### src/rtl/rf_op_sequencer.sv
// Four-state micro-sequencer driving a two-read/one-write register file:
// accept instruction, read operands, execute, write back, pulse done.
module rf_op_sequencer #(
  parameter int unsigned DATA_W = 4,
  parameter int unsigned ADDR_W = 2
) (
  input  logic              clk,
  input  logic              rst_n,
  input  logic              i_instr_valid,
  output logic              o_instr_ready,
  input  logic [1:0]        i_instr_op,
  input  logic [ADDR_W-1:0] i_instr_dst,
  input  logic [ADDR_W-1:0] i_instr_srca,
  input  logic [ADDR_W-1:0] i_instr_srcb,
  input  logic [DATA_W-1:0] i_instr_imm,
  output logic              o_rf_rea,
  output logic              o_rf_reb,
  output logic [ADDR_W-1:0] o_rf_raa,
  output logic [ADDR_W-1:0] o_rf_rab,
  input  logic [DATA_W-1:0] i_rf_douta,
  input  logic [DATA_W-1:0] i_rf_doutb,
  output logic              o_rf_we,
  output logic [ADDR_W-1:0] o_rf_wa,
  output logic [DATA_W-1:0] o_rf_din,
  output logic              o_busy,
  output logic              o_done,
  output logic [DATA_W-1:0] o_result,
  output logic              o_carry
);

  localparam logic [1:0] OP_LOADI = 2'b00;
  localparam logic [1:0] OP_MOV   = 2'b01;
  localparam logic [1:0] OP_ADD   = 2'b10;
  localparam logic [1:0] OP_SUB   = 2'b11;

  typedef enum logic [1:0] {StIdle, StRead, StExec, StWrite} state_t;

  state_t              r_state;
  state_t              w_state_next;
  logic [1:0]          r_op;
  logic [ADDR_W-1:0]   r_dst;
  logic [ADDR_W-1:0]   r_srca;
  logic [ADDR_W-1:0]   r_srcb;
  logic [DATA_W-1:0]   r_imm;
  logic [DATA_W-1:0]   r_opa;
  logic [DATA_W-1:0]   r_opb;
  logic [DATA_W-1:0]   r_result;
  logic                r_carry;
  logic                r_done;
  logic                w_accept;
  logic [DATA_W:0]     w_sum;
  logic [DATA_W:0]     w_diff;
  logic [DATA_W:0]     w_exec;
  logic                w_exec_carry;

  assign w_accept = i_instr_valid && (r_state == StIdle);
  assign w_sum    = {1'b0, r_opa} + {1'b0, r_opb};
  // Top bit of the widened difference is the borrow, i.e. opa < opb.
  assign w_diff   = {1'b0, r_opa} - {1'b0, r_opb};

  always_comb begin
    w_exec       = '0;
    w_exec_carry = 1'b0;
    unique case (r_op)
      OP_LOADI: w_exec = {1'b0, r_imm};
      OP_MOV:   w_exec = {1'b0, r_opa};
      OP_ADD: begin
        w_exec       = w_sum;
        w_exec_carry = w_sum[DATA_W];
      end
      OP_SUB: begin
        w_exec       = w_diff;
        w_exec_carry = w_diff[DATA_W];
      end
      default: ;
    endcase
  end

  always_ff @(posedge clk or negedge rst_n) begin
    if (!rst_n) begin
      r_state  <= StIdle;
      r_op     <= '0;
      r_dst    <= '0;
      r_srca   <= '0;
      r_srcb   <= '0;
      r_imm    <= '0;
      r_opa    <= '0;
      r_opb    <= '0;
      r_result <= '0;
      r_carry  <= 1'b0;
      r_done   <= 1'b0;
    end else begin
      r_state <= w_state_next;
      r_done  <= (r_state == StWrite);
      if (w_accept) begin
        r_op   <= i_instr_op;
        r_dst  <= i_instr_dst;
        r_srca <= i_instr_srca;
        r_srcb <= i_instr_srcb;
        r_imm  <= i_instr_imm;
      end
      if (r_state == StRead) begin
        r_opa <= i_rf_douta;
        r_opb <= i_rf_doutb;
      end
      if (r_state == StExec) begin
        r_result <= w_exec[DATA_W-1:0];
        r_carry  <= w_exec_carry;
      end
    end
  end

  // RF controls depend only on registered state so no input reaches an output.
  always_comb begin
    w_state_next  = r_state;
    o_instr_ready = 1'b0;
    o_rf_rea      = 1'b0;
    o_rf_reb      = 1'b0;
    o_rf_raa      = '0;
    o_rf_rab      = '0;
    o_rf_we       = 1'b0;
    o_rf_wa       = '0;
    o_rf_din      = '0;
    unique case (r_state)
      StIdle: begin
        o_instr_ready = 1'b1;
        if (i_instr_valid) w_state_next = StRead;
      end
      StRead: begin
        o_rf_raa     = r_srca;
        o_rf_rab     = r_srcb;
        o_rf_rea     = (r_op != OP_LOADI);
        o_rf_reb     = (r_op == OP_ADD) || (r_op == OP_SUB);
        w_state_next = StExec;
      end
      StExec: w_state_next = StWrite;
      StWrite: begin
        o_rf_we      = 1'b1;
        o_rf_wa      = r_dst;
        o_rf_din     = r_result;
        w_state_next = StIdle;
      end
      default: w_state_next = StIdle;
    endcase
  end

  assign o_busy   = (r_state != StIdle);
  assign o_done   = r_done;
  assign o_result = r_result;
  assign o_carry  = r_carry;

endmodule

### config.mk
export PLATFORM = sky130hd
export DESIGN_NAME = rf_op_sequencer
export DESIGN_NICKNAME = d
export VERILOG_FILES = /design/src/rtl/rf_op_sequencer.sv
export SDC_FILE = /design/constraint.sdc
export NUM_CORES = 1
export LEC_CHECK = 0
export CAP_MARGIN = 10
export CORE_MARGIN = 2
export CORE_UTILIZATION = 30
export DETAILED_ROUTE_END_ITERATION = 6
export HOLD_SLACK_MARGIN = 0.06
export PLACE_DENSITY_LB_ADDON = 0.08
export SLEW_MARGIN = 20
export SYNTH_ARGS = -nofsm -noshare
export SYNTH_HDL_FRONTEND = slang
export SYNTH_SLANG_ARGS = --single-unit
### constraint.sdc
create_clock -name clk -period 4.25 [get_ports clk]
set_input_delay 0.85 -clock clk [delete_from_list [all_inputs] [get_ports clk]]
set_output_delay 0.85 -clock clk [all_outputs]
set_load 0.02 [all_outputs]
* Yosys cells after proc, flatten, opt, wreduce, memory -nomap -nowiden
Index checks and enable logic that the tools add are counted.
** Operators by class
- Add/subtract/negate cells :: 2
- Eq/ne operators :: 7
- Multiplexer cells :: 12
- Reduce and logical (&&, ||, !) cells :: 6
** Operator list (count)
- 4-bit case mux with 4 select lines :: 1
- 2-bit == test (second input constant) :: 4
- 2-bit two-way mux :: 4
- 2-bit case mux with 4 select lines :: 1
- 4-bit by 4-bit adder with 5-bit output :: 1
- 4-bit by 4-bit subtractor with 5-bit output :: 1
- 2-bit by 1-bit == test with 1-bit output (second input constant) :: 2
- 2-bit zero test :: 2
- 1-bit two-way mux :: 4
- 4-bit two-way mux :: 1
- 2-bit nonzero test :: 2
- 2-bit inequality test (second input constant) :: 1
- 1-bit case mux with 2 select lines :: 1
- 1-bit logical AND :: 1
- 1-bit logical OR :: 1
** Word-level totals
- Register bits :: 28
- Input port bits :: 23
- Output and inout port bits :: 21
- Word-level logic and storage cells :: 38

* Depth between registers and ports, before layout
- Depth after elaboration :: 3
- Depth in mapped cells :: 8
- Depth with buffers taken out :: 8

* Worst setup path before layout
OpenSTA, ideal clock, no wires.
- Path type :: flip-flop to output port
- From :: register r_state[1]
- To :: output port o_rf_rea
- Arrival :: 1364 ps
- Required time :: 3400 ps
- Path slack :: 2036 ps
- Stages on the path, launching flop included :: 6
- Path buffers :: 2
- Cells stage by stage :: dfrtp_1 inv_1 ha_1 clkbuf_1 clkbuf_1 o21a_1
** On the way
- Word-level cells in the longest chain between the ends :: 2
** Ends and longest elaborated chain
- start: declaration :: RTL line 38 : state_t r_state;
- start signal: assignment :: RTL line 81 : r_state <= StIdle;
- start signal: assignment :: RTL line 93 : r_state <= w_state_next;
- 2-bit by 1-bit == test with 1-bit output :: RTL line 124 : unique case (r_state)
- 1-bit two-way mux :: RTL line 124
- end: declaration :: RTL line 16 : output logic o_rf_rea,
No other way between the ends.

* Final worst setup path
- From :: register r_state[1]
- To :: output port o_rf_raa[1]
** On the way
- Word-level cells in the longest chain between the ends :: 2
** Ends and longest elaborated chain
- 2-bit by 1-bit == test with 1-bit output :: RTL line 124
- 2-bit two-way mux :: RTL line 124
- end: declaration :: RTL line 18 : output logic [ADDR_W-1:0] o_rf_raa,
No other way between the ends.

==> qor.txt <==
Layout Skew: 0.004694 ns
Type of destination of the critical path: primary output
Number of buffers created by CTS: 3
Max-slew violations: 0
Sequential element share of the synthesized area: 45.38%
Hold Path Class: reg2reg
Largest net degree at the start of global routing: 29
Drt wl/cell: 13.08 um
Antenna diodes: 0
Drc violations: 0
Yosys warns: 0
Avg Inst Size Synth: 11.19 um^2
Outcome: finished clean
Post-route ant nets: 0
Tcrit/Tclk final: 71.27%
Htree depth: 1
First-pass GRT wire length: 5.299 mm
Mapped Nets: 175
Maximum vdd drop: 0.2597 mV
# port buffers: 43
Crit Path Max Fanout: 19
Initial antenna violation count: 0
Post-Syn Area: 1544 um^2
Area leader, netlist: dfrtp_1
Vias in the first global route: 1113
CTS clk-pin slew, worst paths: 0.10 ns
Via count: 1115
Final setup TNS: 0 ns
CP peak stage delay: 0.60 ns
Syn Inst Count: 138
Root Buffer: clkbuf_8
1st-pass router iterations: 4
GPL Wtd Cong: 0.8117
Post-layout minimum cycle time: 3.029 ns
Rows: 26
CTS Sinks: 28
Max Root-Sink Buffers: 2
Area delta synth->final: 36.63%
Type of the worst setup path: reg2out
#FFs+latches synth: 28
Die Ht: 75.74 um
# IOs: 44
Count of cell types in the netlist: 29
Worst Path Required: 3.40 ns
CTS resizes: 0
Die Width: 75.74 um
WL final: 3.269 mm
Starting Density: 30.62%
CP arrival: 2.18 ns
Final setup vio count: 0
Gr ovfl total: 0
CP Cell Sequence: inv_1 -> ha_1 -> and2_1 -> clkdlybuf4s50_1
Power Total: 1.651 mW
Max Clk Rate: 330.1 MHz
Nets@finish: 218
Post-CTS Hold Buffers: 0
Initial drt markers: 23
Detailed Place HPWL: 2.447 mm
Setup crit start kind: flip-flop
All-Layer GR Usage: 12.41%
Commonest non-fill, non-tap cell in the layout: clkdlybuf4s50_1
Worst rel slew slack: 58.44%
Post-CTS setup buffers: 0
Die area: 5737 um^2
Synth area leaders: dfrtp_1 45%, mux2_2 13%, ha_1 9.7%, and2_1 4.5%, o21ai_0 3.2%
RSZ-0062 raised after global routing: no
Via density: 4.460
Post-synth EDFFs: 0
Worst path slowest cell: clkdlybuf4s50_1
Most frequent cells in the layout: 43 x clkdlybuf4s50_1, 28 x dfrtp_1, 18 x mux2_2
Core ar.: 5042 um^2
Clk_lat worst skew: 0.28 ns
Share of layout cells above drive strength 1: 13.89%
Ys flop type: dfrtp_1
Area fraction of the dominant cell type after synthesis: 45.38%
Least-Margin Pin Slew: 0.6234 ns
TritonCTS clock tree: built
Leak: 0.9028 nW
PD cells: 782.7 nW/um^2
Maxcap violations: 0
Async S/R FF share, synth: 100.0%
Fin. Hold Viols: 0
-- cells by family after synthesis --
family,synth area share (%)
xor gates and xnor gates,1.135
muxes,16.13
DFF,45.38
and+or+nand+nor,11.51
adders and majority gates,12.32
AOI/OAI and AO/OA,8.347
buffers and inverters,5.186
-- worst max-delay path, delay by kind of cell (launching register included) --
kind | cells | cell delay, ns
DFF | 1 | 0.42
buffers and inverters | 2 | 0.71
and+or+nand+nor | 1 | 0.21
adders and majority gates | 1 | 0.57
-- cell usage after synthesis (3+ instances only) --
library cell and n:
mux2_2 18, inv_1 13, and2_1 11, nor2_1 6, clkbuf_1 4, dfrtp_1 28
a21oi_1 3, ha_1 12, nand2_1 6, o21ai_0 10, nor2b_1 4
-- final cells by class --
cell class | count | area (um^2)
multi-input cells | 91 | 763.2
inverters | 13 | 48.80
well taps | 70 | 87.58
clock buffers | 3 | 41.29
fillers | 493 | 2933
flip-flops and latches | 28 | 700.7
clock inverters | 1 | 30.03
repair buffers | 44 | 437.9
-- sequential cells by signal, indices dropped and copies added, names as in the netlist --
register and flops:
o_carry 1, o_done 1, o_result 4, r_dst 2, r_imm 4, r_op 2
r_opa 4, r_opb 4, r_srca 2, r_srcb 2, r_state 2
-- worst paths after layout --
path	slack (ns)	cells after the start	from	to
worst min-delay path	0.51	1	r_srca[0]	r_srca[0]
max in group asynchronous	3.03	2	rst_n	r_opb[3]
worst min register to register	0.51	1	r_srca[0]	r_srca[0]
worst max register to register	2.36	7	r_opa[0]	o_result[2]
min in group asynchronous	0.94	2	rst_n	o_result[1]
worst max-delay path	1.22	4	r_state[1]	o_rf_raa[1]
-- routing by layer --
metal | wire (um) | track usage (%) | part of all wire (%)
met1 | 1489 | 16.64 | 46
met2 | 1575 | 19.92 | 48
met3 | 169 | 2.249 | 5.2
met4 | 35 | 4.678 | 1.1
met5 | 0 | 0 | 0
-- report_power, final --
part           switching [mW]  internal [mW]  total [mW]
registers               0.121          0.402       0.522
logic                   0.437          0.476       0.913
clock network          0.0892          0.126       0.215
total                   0.647           1.00        1.65
-- per-stage QoR --
| step | utilization [%] | instances | area (um^2) | hold WS [ns] | worst slack [ns] |
|---|---|---|---|---|---|
| after CTS | 41.84 | 250 | 2110 | 0.5145 | 1.160 |
| after global placement | 40.42 | 246 | 2038 | 0.4816 | 1.543 |
| after detailed placement | 40.42 | 246 | 2038 | 0.4890 | 1.488 |
| after global routing | 41.84 | 250 | 2110 | 0.5170 | 1.041 |
| final | 41.84 | 250 | 2110 | 0.5066 | 1.221 |
| after floorplan | - | 138 | 1544 | 0.4712 | 2.036 |
(Power assumes the default switching activity.)
